## config.mk

```make
export PLATFORM = sky130hd
export DESIGN_NAME = guess_scorer
export DESIGN_NICKNAME = d
export VERILOG_FILES = /design/src/rtl/game_types.sv /design/src/rtl/digit_match.sv /design/src/rtl/guess_scorer.sv
export SDC_FILE = /design/constraint.sdc
export NUM_CORES = 1
export LEC_CHECK = 0
export BUFFER_PORTS_ARGS = -buffer_cell sky130_fd_sc_hd__clkbuf_2
export CORE_ASPECT_RATIO = 1.4
export CORE_UTILIZATION = 40
export CTS_CLUSTER_SIZE = 20
export DETAILED_ROUTE_END_ITERATION = 16
export GPL_TIMING_DRIVEN = 0
export SLEW_MARGIN = 40
export SYNTH_ARGS = -nofsm -noshare
export SYNTH_HDL_FRONTEND = slang
export SYNTH_SLANG_ARGS = --single-unit
```

## constraint.sdc

```tcl
create_clock -name clk -period 14.3 [get_ports clk]
set_input_delay 0.715 -clock clk [delete_from_list [all_inputs] [get_ports clk]]
set_output_delay 0.715 -clock clk [all_outputs]
set_load 0.02 [all_outputs]
```

## src/rtl/game_types.sv

```systemverilog
// Shared types for the game FSM and the guess scorer.
package game_types;

    typedef enum logic [3:0] {
        S_IDLE,
        S_GUESS_D3,
        S_GUESS_D2,
        S_GUESS_D1,
        S_GUESS_D0,
        S_SHOW_RESULT,
        S_WIN,
        S_LOSE
    } state_t;

    typedef enum logic [1:0] {
        SC_IDLE,
        SC_SCAN,
        SC_WRITE
    } scan_state_t;

    typedef struct packed {
        logic [3:0][3:0] digits;
        logic [2:0]      a;
        logic [2:0]      b;
    } hist_entry_t;

    localparam int HIST_DEPTH_DEFAULT = 5;

endpackage

```

## src/rtl/digit_match.sv

```systemverilog
// Compares one guess digit against the whole target vector.
module digit_match
    import game_types::*;
#(
    parameter int DIGITS = 4,
    parameter int IW     = (DIGITS > 1) ? $clog2(DIGITS) : 1
) (
    input  logic [3:0]              g_digit,
    input  logic [DIGITS-1:0][3:0]  t_vec,
    input  logic [IW-1:0]           pos,
    output logic                    hit_a,
    output logic                    hit_b
);

    always_comb begin
        hit_a = (t_vec[pos] == g_digit);
        hit_b = 1'b0;
        for (int j = 0; j < DIGITS; j++) begin
            if ((IW'(j) != pos) && (t_vec[j] == g_digit)) begin
                hit_b = 1'b1;
            end
        end
    end

endmodule

```

## src/rtl/guess_scorer.sv

```systemverilog
// Scores each committed guess serially and keeps a browsable
// circular history of scored guesses.
module guess_scorer
    import game_types::*;
#(
    parameter int HIST_DEPTH = HIST_DEPTH_DEFAULT,
    parameter int DIGITS     = 4
) (
    input  logic       clk,
    input  logic       reset,
    input  state_t     current_state,
    input  logic [3:0] target [DIGITS],
    input  logic [3:0] guess [DIGITS],
    input  logic       browse_older,
    input  logic       browse_newer,
    output logic       busy,
    output logic       score_valid,
    output logic [2:0] a_count,
    output logic [2:0] b_count,
    output logic [2:0] hist_count,
    output logic [2:0] view_idx,
    output logic [3:0] view_guess [DIGITS],
    output logic [2:0] view_a,
    output logic [2:0] view_b
);

    localparam int IW = (DIGITS > 1) ? $clog2(DIGITS) : 1;
    localparam int PW = (HIST_DEPTH > 1) ? $clog2(HIST_DEPTH) : 1;

    scan_state_t            sc_state, sc_next;
    state_t                 prev_state;
    logic [DIGITS-1:0][3:0] g_snap, t_snap;
    logic [IW-1:0]          idx;
    logic [2:0]             acc_a, acc_b;
    logic [2:0]             acc_a_nxt, acc_b_nxt;
    logic                   hit_a, hit_b;
    logic                   trigger, clear, write_en;
    logic [PW-1:0]          wr_ptr, rd_ptr;
    logic [PW:0]            rd_sum;
    logic [2:0]             view_max;
    hist_entry_t            hist [HIST_DEPTH];
    hist_entry_t            ve;

    assign clear   = (current_state == S_IDLE);
    assign trigger = (prev_state == S_GUESS_D0) &&
                     ((current_state == S_SHOW_RESULT) ||
                      (current_state == S_WIN) ||
                      (current_state == S_LOSE));

    digit_match #(.DIGITS(DIGITS), .IW(IW)) u_match (
        .g_digit (g_snap[idx]),
        .t_vec   (t_snap),
        .pos     (idx),
        .hit_a   (hit_a),
        .hit_b   (hit_b)
    );

    assign acc_a_nxt = acc_a + {2'b00, hit_a};
    assign acc_b_nxt = acc_b + {2'b00, hit_b};

    always_comb begin
        sc_next  = sc_state;
        write_en = 1'b0;
        unique case (sc_state)
            SC_IDLE:  if (trigger) sc_next = SC_SCAN;
            SC_SCAN: begin
                if (idx == '0) begin
                    sc_next  = SC_WRITE;
                    write_en = !clear;
                end
            end
            SC_WRITE: sc_next = SC_IDLE;
            default:  sc_next = SC_IDLE;
        endcase
        if (clear) sc_next = SC_IDLE;
    end

    assign busy     = (sc_state != SC_IDLE);
    assign view_max = (hist_count == 3'd0) ? 3'd0 : hist_count - 3'd1;

    always_ff @(posedge clk or posedge reset) begin
        if (reset) begin
            sc_state    <= SC_IDLE;
            prev_state  <= S_IDLE;
            g_snap      <= '0;
            t_snap      <= '0;
            idx         <= '0;
            acc_a       <= '0;
            acc_b       <= '0;
            score_valid <= 1'b0;
            a_count     <= '0;
            b_count     <= '0;
            hist_count  <= '0;
            view_idx    <= '0;
            wr_ptr      <= '0;
            for (int i = 0; i < HIST_DEPTH; i++) hist[i] <= '0;
        end else begin
            sc_state    <= sc_next;
            prev_state  <= current_state;
            score_valid <= write_en;
            if (clear) begin
                hist_count <= '0;
                wr_ptr     <= '0;
                view_idx   <= '0;
                a_count    <= '0;
                b_count    <= '0;
            end else begin
                if (sc_state == SC_IDLE && trigger) begin
                    for (int i = 0; i < DIGITS; i++) begin
                        g_snap[i] <= guess[i];
                        t_snap[i] <= target[i];
                    end
                    acc_a <= '0;
                    acc_b <= '0;
                    idx   <= IW'(DIGITS - 1);
                end
                if (sc_state == SC_SCAN) begin
                    acc_a <= acc_a_nxt;
                    acc_b <= acc_b_nxt;
                    idx   <= idx - 1'b1;
                end
                if (write_en) begin
                    a_count      <= acc_a_nxt;
                    b_count      <= acc_b_nxt;
                    hist[wr_ptr] <= '{digits: g_snap,
                                      a: acc_a_nxt,
                                      b: acc_b_nxt};
                    wr_ptr <= (wr_ptr == PW'(HIST_DEPTH - 1)) ?
                              '0 : wr_ptr + 1'b1;
                    if (hist_count < 3'(HIST_DEPTH))
                        hist_count <= hist_count + 3'd1;
                end
                // A fresh score always snaps the view back to newest.
                if (write_en || sc_state == SC_WRITE) begin
                    view_idx <= '0;
                end else if (browse_older && !browse_newer) begin
                    if (view_idx < view_max) view_idx <= view_idx + 3'd1;
                end else if (browse_newer && !browse_older) begin
                    if (view_idx != 3'd0) view_idx <= view_idx - 3'd1;
                end
            end
        end
    end

    always_comb begin
        rd_sum = (PW+1)'(wr_ptr) + (PW+1)'(HIST_DEPTH - 1)
               - (PW+1)'(view_idx);
        if (rd_sum >= (PW+1)'(HIST_DEPTH))
            rd_ptr = PW'(rd_sum - (PW+1)'(HIST_DEPTH));
        else
            rd_ptr = PW'(rd_sum);
        ve = hist[rd_ptr];
        if (hist_count == 3'd0) ve = '0;
        for (int i = 0; i < DIGITS; i++) view_guess[i] = ve.digits[i];
        view_a = ve.a;
        view_b = ve.b;
    end

endmodule

```

==> out/summary.md, run 1 <==
Timing
• worst rel slew slack: 0.472
• slew of the pin with the lowest slew margin: 0.792 ns
• count of final hold-check violations: 0
• Final Setup Violations: 0
• highest clock rate: 202 MHz
• post-route fraction of the period consumed by the critical path: 0.345
• final setup TNS: 0 ns
• post-route minimum period: 4.94 ns
• setup repair after global routing missed its margin: false
• number of max-slew violations in the final report: 0
• Post-Route Skew: 0.00809 ns

Clock network
• clock transition time at the flip-flop clock pins of the worst setup and hold paths: 0.07 ns
• maximum clock path buffer count: 2
• CTS tree: done
• number of clock sinks: 172
• number of buffers inserted for hold repair after clock tree synthesis: 0
• clock latency reported for the late side of the worst-skew pair: 0.44 ns
• clock root buffer: clkbuf_16
• # Post-CTS Setup Buffers: 0
• number of gates resized after cts: 0
• number of clock buffers inserted by TritonCTS: 17
• maximum level of the CTS H-tree: 4

Setup path
• Worst setup SP type: flip-flop
• CP max FO: 10
• CP delay by family, top: buffers and inverters
• critical path type: flip-flop to output pin
• Data required, critical path: 13.59 ns
• number of buffer and inverter stages on the critical path: 4
• highest cell delay on the worst timing path: 0.66 ns
• series of cell instances along the critical path: clkinv_1 -> ha_1 -> inv_1 -> ha_1 -> fa_1 -> xor2_2 -> nor2_1 -> a21oi_1 -> nor2_1 -> o21ai_1 -> clkbuf_1 -> o221ai_1 -> clkbuf_2
• Critical Path Slowest Stage Cell: clkbuf_1
• Worst EP arrival: 4.23 ns
• capturing element type of the critical path: output pin

Global routing
• number of antenna violations at the first check in global routing: 0
• number of global-route vias before repair: 5,862
• total grt overflow: 0
• first-pass GRT wire length: 32,000 um
• largest net degree at the start of global routing: 79
• Total GRT Usage: 0.192

Detailed routing
• residual DRC count: 0
• count of routing violations after the opening detailed-route iteration: 265
• wire per inst: 19.9 um
• count of vias placed by the detailed router: 5,385
• overall routed net length: 20,100 um
• router iterations before antenna repair: 4
• Avg Vias per Cell: 5.33
• top layer used by detailed routing: met4
• count of nets left with antenna violations after detail routing: 0
• met2 wire len: 10,500 um
• post-route met1 wirelength: 8570 um
• met3 routed WL: 631 um

Hold path
• kind of path behind the tightest hold check: input port to asynchronous set/reset pin

Logic synthesis
• Seq/Total Area, Yosys: 0.496
• number of instances in the synthesized netlist: 642
• count of state elements after synthesis: 172
• Cell Area, Synth: 8680 um2
• ys async rst share: 1.00
• number of enable-type register cells in the synthesized netlist: 0
• total of warnings raised by yosys: 0
• Avg Inst Size Synth: 13.5 um2
• Cell variety after synth: 53
• Synth Net Count: 706
• predominant post-synthesis flop cell: dfrtp_1

Cells and area
• Total Nets Final: 802
• final instance count without filler cells: 1,011
• layout overhead on the synthesized area: 15.3%
• fraction of layout instances using a drive strength above 1: 0.360
• final antenna diode count: 0
• layout filler cell count: 1,844

Floorplanning
• area of the placeable core: 21,200 um2
• number of placement rows: 63
• starting density of the core: 0.409
• Chip Width: 127 um
• die height: 176 um
• Die ar.: 22,300 um2
• I/O pins: 76

Pwr
• leakage power: 0.00514 uW
• sequential power share: 0.309
• Pwr per Cell Area: 197 nW/um2
• design internal power: 1200 uW
• worst vdd rail ir drop: 0.132 mV
• P_sw: 776 uW
• net switching share of the total power: 0.393
• portion of total power attributed to the clock network: 0.223
• portion of total power attributed to combinational logic: 0.468

Place
• I/O Buffers: 75
• dpl hpwl: 14,400 um
• count of placed standard cells including taps: 979
• Final Wtd Congestion: 0.799

Status
• outcome: completed

Flow run
• number of maximum-capacitance constraint violations: 0

==> kinds of logic (layout without fill, tap and decap cells) <==
family / count (synthesis) / count (layout) / share of synthesized area
multiplexers: 196 / 196 / 0.275
AO/OA/AOI/OAI: 76 / 76 / 0.0600
XOR/XNOR: 19 / 19 / 0.0200
adder cells (fa/ha/maj): 24 / 24 / 0.0363
flip-flops: 172 / 172 / 0.496
AND/OR/NAND/NOR: 107 / 107 / 0.0679
buffers and inverters: 48 / 157 / 0.0445
==> sequential cells by signal (all words and copies together), names as in the netlist, 4 cells and up <==
signal,flops
hist,110
t_snap,16
prev_state,4
g_snap,16
==> worst reg2reg max path, cell delays in order (launching register included) <==
cell	delay, ns
dfrtp_1	0.46
buf_4	0.27
mux2i_1	0.20
mux2_2	0.24
xor2_1	0.30
nand4_1	0.26
mux2i_1	0.22
mux2_2	0.21
ha_1	0.15
ha_1	0.34
mux2_1	0.35
==> synthesized netlist by cell type, types with 9 or more instances <==
master    number  share of area
mux2_2        59          0.077
a21oi_1       11         0.0063
dfrtp_1      172           0.50
nor2_1        10         0.0043
mux2i_1       57          0.066
ha_1          22          0.032
mux2_4        68           0.12
mux2_1        12          0.016
nand2_1       60          0.026
o221ai_1      23          0.023
inv_1         17         0.0074
o21ai_0       26          0.015
buf_8          9          0.016
xor2_1        16          0.016
==> area by class of cell <==
cell class	count	area, um2	share of cell area
repair buffers	77	430	0.0430
multi-input cells	422	4000	0.400
flip-flops and latches	172	4300	0.430
well taps	260	325	0.0325
inverters	21	91.3	0.00912
plain buffers	27	303	0.0302
clock inverters	10	91.3	0.00912
clock buffers	22	464	0.0464
==> metal layers <==
layer	vias up	GRT usage
li1	2503	-
met1	2759	0.229
met2	99	0.338
met3	24	0.0388
met4	0	0.0768
met5	-	0
==> per-stage QoR <==
step / cell area [um2] / hold WS [ns] / util / setup slack, ns / power, uW
floorplan: 8680 / 0.448 / - / 8.92 / 1300
detailed placement: 9460 / 0.470 / 0.446 / 9.85 / 1550
CTS: 10000 / 0.229 / 0.472 / 9.34 / 1990
global placement: 9380 / 0.463 / 0.442 / 7.32 / 1510
global route: 10000 / 0.238 / 0.472 / 9.08 / 2080
finish: 10000 / 0.237 / 0.472 / 9.36 / 1970
==> path summary, 6_finish.rpt <==
| path | startpoint | to | slack [ns] | depth (start not counted) |
|---|---|---|---|---|
| setup / recovery | wr_ptr[0] | view_guess[11] | 9.36 | 13 |
| hold / removal | reset | hist[83] | 0.24 | 2 |
| setup reg to reg | idx[0] | hist[48] | 11.21 | 10 |
| hold reg to reg | hist[90] | hist[90] | 0.48 | 2 |
| max in group asynchronous | reset | hist[76] | 13.42 | 3 |
| min in group clk | current_state[3] | prev_state[3] | 0.44 | 1 |
==> placed cells by master (no fill, tap or decap), types with 3 or more instances in the layout <==
master,netlist,layout
inv_1,17,16
buf_12,5,5
a21oi_1,11,11
nand4_1,4,4
ha_1,22,22
dfrtp_1,172,172
buf_2,3,3
clkinv_2,0,4
nand2_1,60,60
mux2_2,59,59
nand3_4,5,5
mux2i_1,57,57
clkinv_1,3,3
xor2_1,16,16
mux2_4,68,68
clkbuf_1,5,8
clkbuf_2,0,75
clkbuf_16,0,17
o21ai_0,26,26
buf_4,4,4
a22o_1,4,4
o221ai_1,23,23
nand3_1,6,6
mux2_1,12,12
buf_8,9,9
nor2_1,10,10
nor4b_1,3,3
==> power groups by stage <==
| stage | Combinational, uW | Clock (uW) | Sequential, uW |
|---|---|---|---|
| 2_1_floorplan | 693 | 0 | 607 |
| 3_3_place_gp | 902 | 0 | 611 |
| 3_5_place_dp | 932 | 0 | 617 |
| 4_1_cts | 936 | 448 | 608 |
| 5_1_grt | 988 | 473 | 616 |
| 6_report | 924 | 440 | 609 |
Power figures use the tool's default switching activity.
==> run 2, diff against run 1 <==
--- a/config.mk
+++ b/config.mk
@@ -5,6 +5,7 @@
 export SDC_FILE = /design/constraint.sdc
 export NUM_CORES = 1
 export LEC_CHECK = 0
+export ABC_AREA = 1
 export BUFFER_PORTS_ARGS = -buffer_cell sky130_fd_sc_hd__clkbuf_2
 export CORE_ASPECT_RATIO = 1.4
 export CORE_UTILIZATION = 40
==> constraint.sdc (replaced) <==
create_clock -name clk -period 5.1 [get_ports clk]
set_input_delay 0.255 -clock clk [delete_from_list [all_inputs] [get_ports clk]]
set_output_delay 0.255 -clock clk [all_outputs]
set_load 0.02 [all_outputs]
==> run 2 against run 1 <==
Die area shrank 0.11%. First-iteration DRC count is 99% higher. Sequential share of layout area decreased by 0.20 points. Via count up 41%. Synthesized cell count rose by 70%. Routed wire length up 20%. Register-to-register slack lost 9.3 ns. Worst setup slack got worse by 8.1 ns.
==> out/summary.md, run 2 <==
Setup path
• Critical Path Slowest Stage Cell: dfrtp_1
• CP max FO: 10, unchanged
• worst reg-to-reg setup slack: 1.92 ns, -9.29 ns
• series of cell instances along the critical path: inv_1 -> ha_1 -> inv_1 -> fa_1 -> xnor2_1 -> nand3_1 -> nand2_2 -> buf_4 -> nand3_1 -> nand2_1 -> nand2_1 -> a21oi_1 -> clkbuf_2
• highest cell delay on the worst timing path: 0.48 ns, -0.18 ns
• Data required, critical path: 4.85 ns, -8.74 ns
• Worst EP arrival: 3.63 ns, -0.60 ns
• critical path type: flip-flop to output pin
• Worst setup SP type: flip-flop
• number of buffer and inverter stages on the critical path: 4, unchanged
• CP delay by family, top: adder cells
• capturing element type of the critical path: output pin

Timing
• post-route minimum period: 3.89 ns
• post-route fraction of the period consumed by the critical path: 0.762
• final setup TNS: 0 ns, unchanged
• count of final hold-check violations: 0, unchanged
• highest clock rate: 257 MHz
• number of max-slew violations in the final report: 0, unchanged
• Post-Route Skew: 0.0119 ns, +0.00385 ns
• worst rel slew slack: 0.513, +0.0407
• worst hold-check slack: 0.0420 ns, -0.195 ns
• slew of the pin with the lowest slew margin: 0.725 ns, -0.0662 ns
• Final Setup Violations: 0, unchanged
• setup repair after global routing missed its margin: false

Clock network
• number of clock buffers inserted by TritonCTS: 17, unchanged
• maximum level of the CTS H-tree: 4, unchanged
• CTS tree: done
• clock latency reported for the late side of the worst-skew pair: 0.44 ns, about the same
• number of clock sinks: 172, unchanged
• number of gates resized after cts: 0, unchanged
• maximum clock path buffer count: 2, unchanged
• clock transition time at the flip-flop clock pins of the worst setup and hold paths: 0.07 ns, about the same
• clock root buffer: clkbuf_16

Place
• I/O Buffers: 75, unchanged
• Final Wtd Congestion: 0.832, +4.0%
• dpl hpwl: 18,600 um, +29%

Logic synthesis
• portion of synthesized cell area occupied by the leading cell type: 0.496, +0.000572
• Avg Inst Size Synth: 7.96 um2, -41%
• predominant post-synthesis flop cell: dfrtp_1
• number of instances in the synthesized netlist: 1,089, +70%
• count of state elements after synthesis: 172, unchanged
• Cell variety after synth: 33, -38%
• Cell Area, Synth: 8670 um2, -0.12%
• most area-hungry cell type in the Yosys netlist: dfrtp_1
• total of warnings raised by yosys: 0, unchanged
• ys async rst share: 1.00, unchanged
• Synth Net Count: 1,153, +63%
• Seq/Total Area, Yosys: 0.496, +0.000572
• cell types with the largest area share after synthesis: dfrtp_1 50%, nand2_1 11%, nand3_1 8.8%
• most instantiated library cell after synthesis: nand2_1
• number of enable-type register cells in the synthesized netlist: 0, unchanged
• top cells by instance count after synthesis: 262 x nand2_1, 172 x dfrtp_1, 152 x nand3_1, 120 x a21oi_1, 108 x nor2_1

Floorplanning
• area of the placeable core: 21,200 um2, unchanged
• number of placement rows: 63, unchanged
• Die ar.: 22,300 um2, -0.11%
• starting density of the core: 0.409, -0.000472
• die height: 176 um, about the same
• I/O pins: 76, unchanged
• Chip Width: 126 um, about the same

Cells and area
• Total Nets Final: 1,254, +56%
• layout overhead on the synthesized area: 16.0%
• most common library cell in the layout ignoring fill and taps: nand2_1
• Largest register FFs: 110, unchanged
• commonest non-fill, non-tap cells in the layout: 262 x nand2_1, 172 x dfrtp_1, 152 x nand3_1, 120 x a21oi_1, 108 x nor2_1
• largest registers: hist (110), g_snap (16), t_snap (16)
• Most flops, register: hist
• fraction of layout instances using a drive strength above 1: 0.130, -0.230
• final antenna diode count: 0, unchanged

Global routing
• total grt overflow: 0, unchanged
• number of antenna violations at the first check in global routing: 0, unchanged
• largest net degree at the start of global routing: 79, unchanged
• first-pass GRT wire length: 39,600 um, +24%
• number of global-route vias before repair: 7,554, +29%
• Total GRT Usage: 0.231, +0.0385

Flow run
• number of maximum-capacitance constraint violations: 0, unchanged

Detailed routing
• count of vias placed by the detailed router: 7,585, +41%
• Avg Vias per Cell: 5.18, -2.7%
• overall routed net length: 24,100 um, +20%
• count of nets left with antenna violations after detail routing: 0, unchanged
• residual DRC count: 0, unchanged
• router iterations before antenna repair: 5, +1
• wire per inst: 16.5 um, -17%
• count of routing violations after the opening detailed-route iteration: 528, +99%

Hold path
• kind of path behind the tightest hold check: input port to flip-flop

Status
• outcome: completed

-- run 2: cell families after synthesis --
family / Yosys count / synth area share
AOI/OAI and AO/OA: 203 / 0.118
xor gates and xnor gates: 9 / 0.00909
adders and majority gates: 24 / 0.0364
buffers and inverters: 131 / 0.0642
DFF: 172 / 0.496
and+or+nand+nor: 550 / 0.276
-- run 2: what timing repair did --
action                    CTS  global route
hold endpoints to repair   36             0
setup buffers               0             0
hold buffers                5             0
-- run 2: final timing paths --
check	from	end	cells past startpoint
min	target[2]	t_snap[14]	3
max in group asynchronous	reset	hist[16]	5
max reg2reg	idx[1]	hist[68]	15
min in group asynchronous	reset	hist[11]	3
max	wr_ptr[2]	view_guess[8]	13
min reg2reg	hist[84]	hist[84]	2
-- run 2: per-layer routing --
metal / track usage / share of wire / up-vias
li1: - / - / 3773
met1: 0.273 / 0.41 / 3590
met2: 0.412 / 0.51 / 180
met3: 0.0373 / 0.038 / 42
met4: 0.101 / 0.034 / 0
met5: 0 / 0 / -
-- run 2: metrics by stage --
step	instance area, um2	instances	worst slack [ns]	util
finish	10100	1463	1.21	0.474
global route	10100	1463	0.909	0.474
CTS	10100	1463	1.17	0.474
detailed placement	9430	1426	1.65	0.445
global placement	9370	1424	-1.91	0.442
floorplan	8670	1089	0.185	-
-- run 2: cell type report --
cell class | count | area, um2
clock inverter | 14 | 135
clock buffer | 18 | 439
fill | 2161 | 11100
tap | 260 | 325
buffer | 60 | 290
timing repair buffer | 82 | 480
inverter | 71 | 274
sequential | 172 | 4300
multi-input combinational | 786 | 3810
-- run 2: worst register-to-register path, stage by stage (launching register included) --
cell and delay, ns:
dfrtp_1 0.42, buf_2 0.21, inv_2 0.22, nand3_1 0.33, nand2_1 0.28, nand2_1 0.07, nand2_1 0.08, nor2_1 0.07
nand3_1 0.08, nand2_1 0.05, inv_1 0.05, nand2_1 0.05, ha_1 0.18, ha_1 0.19, xnor2_1 0.58, o21ai_0 0.19
Power of run 2 is not shown: default switching activity piles up to over one toggle a cycle in this logic, so the estimate is an artifact.
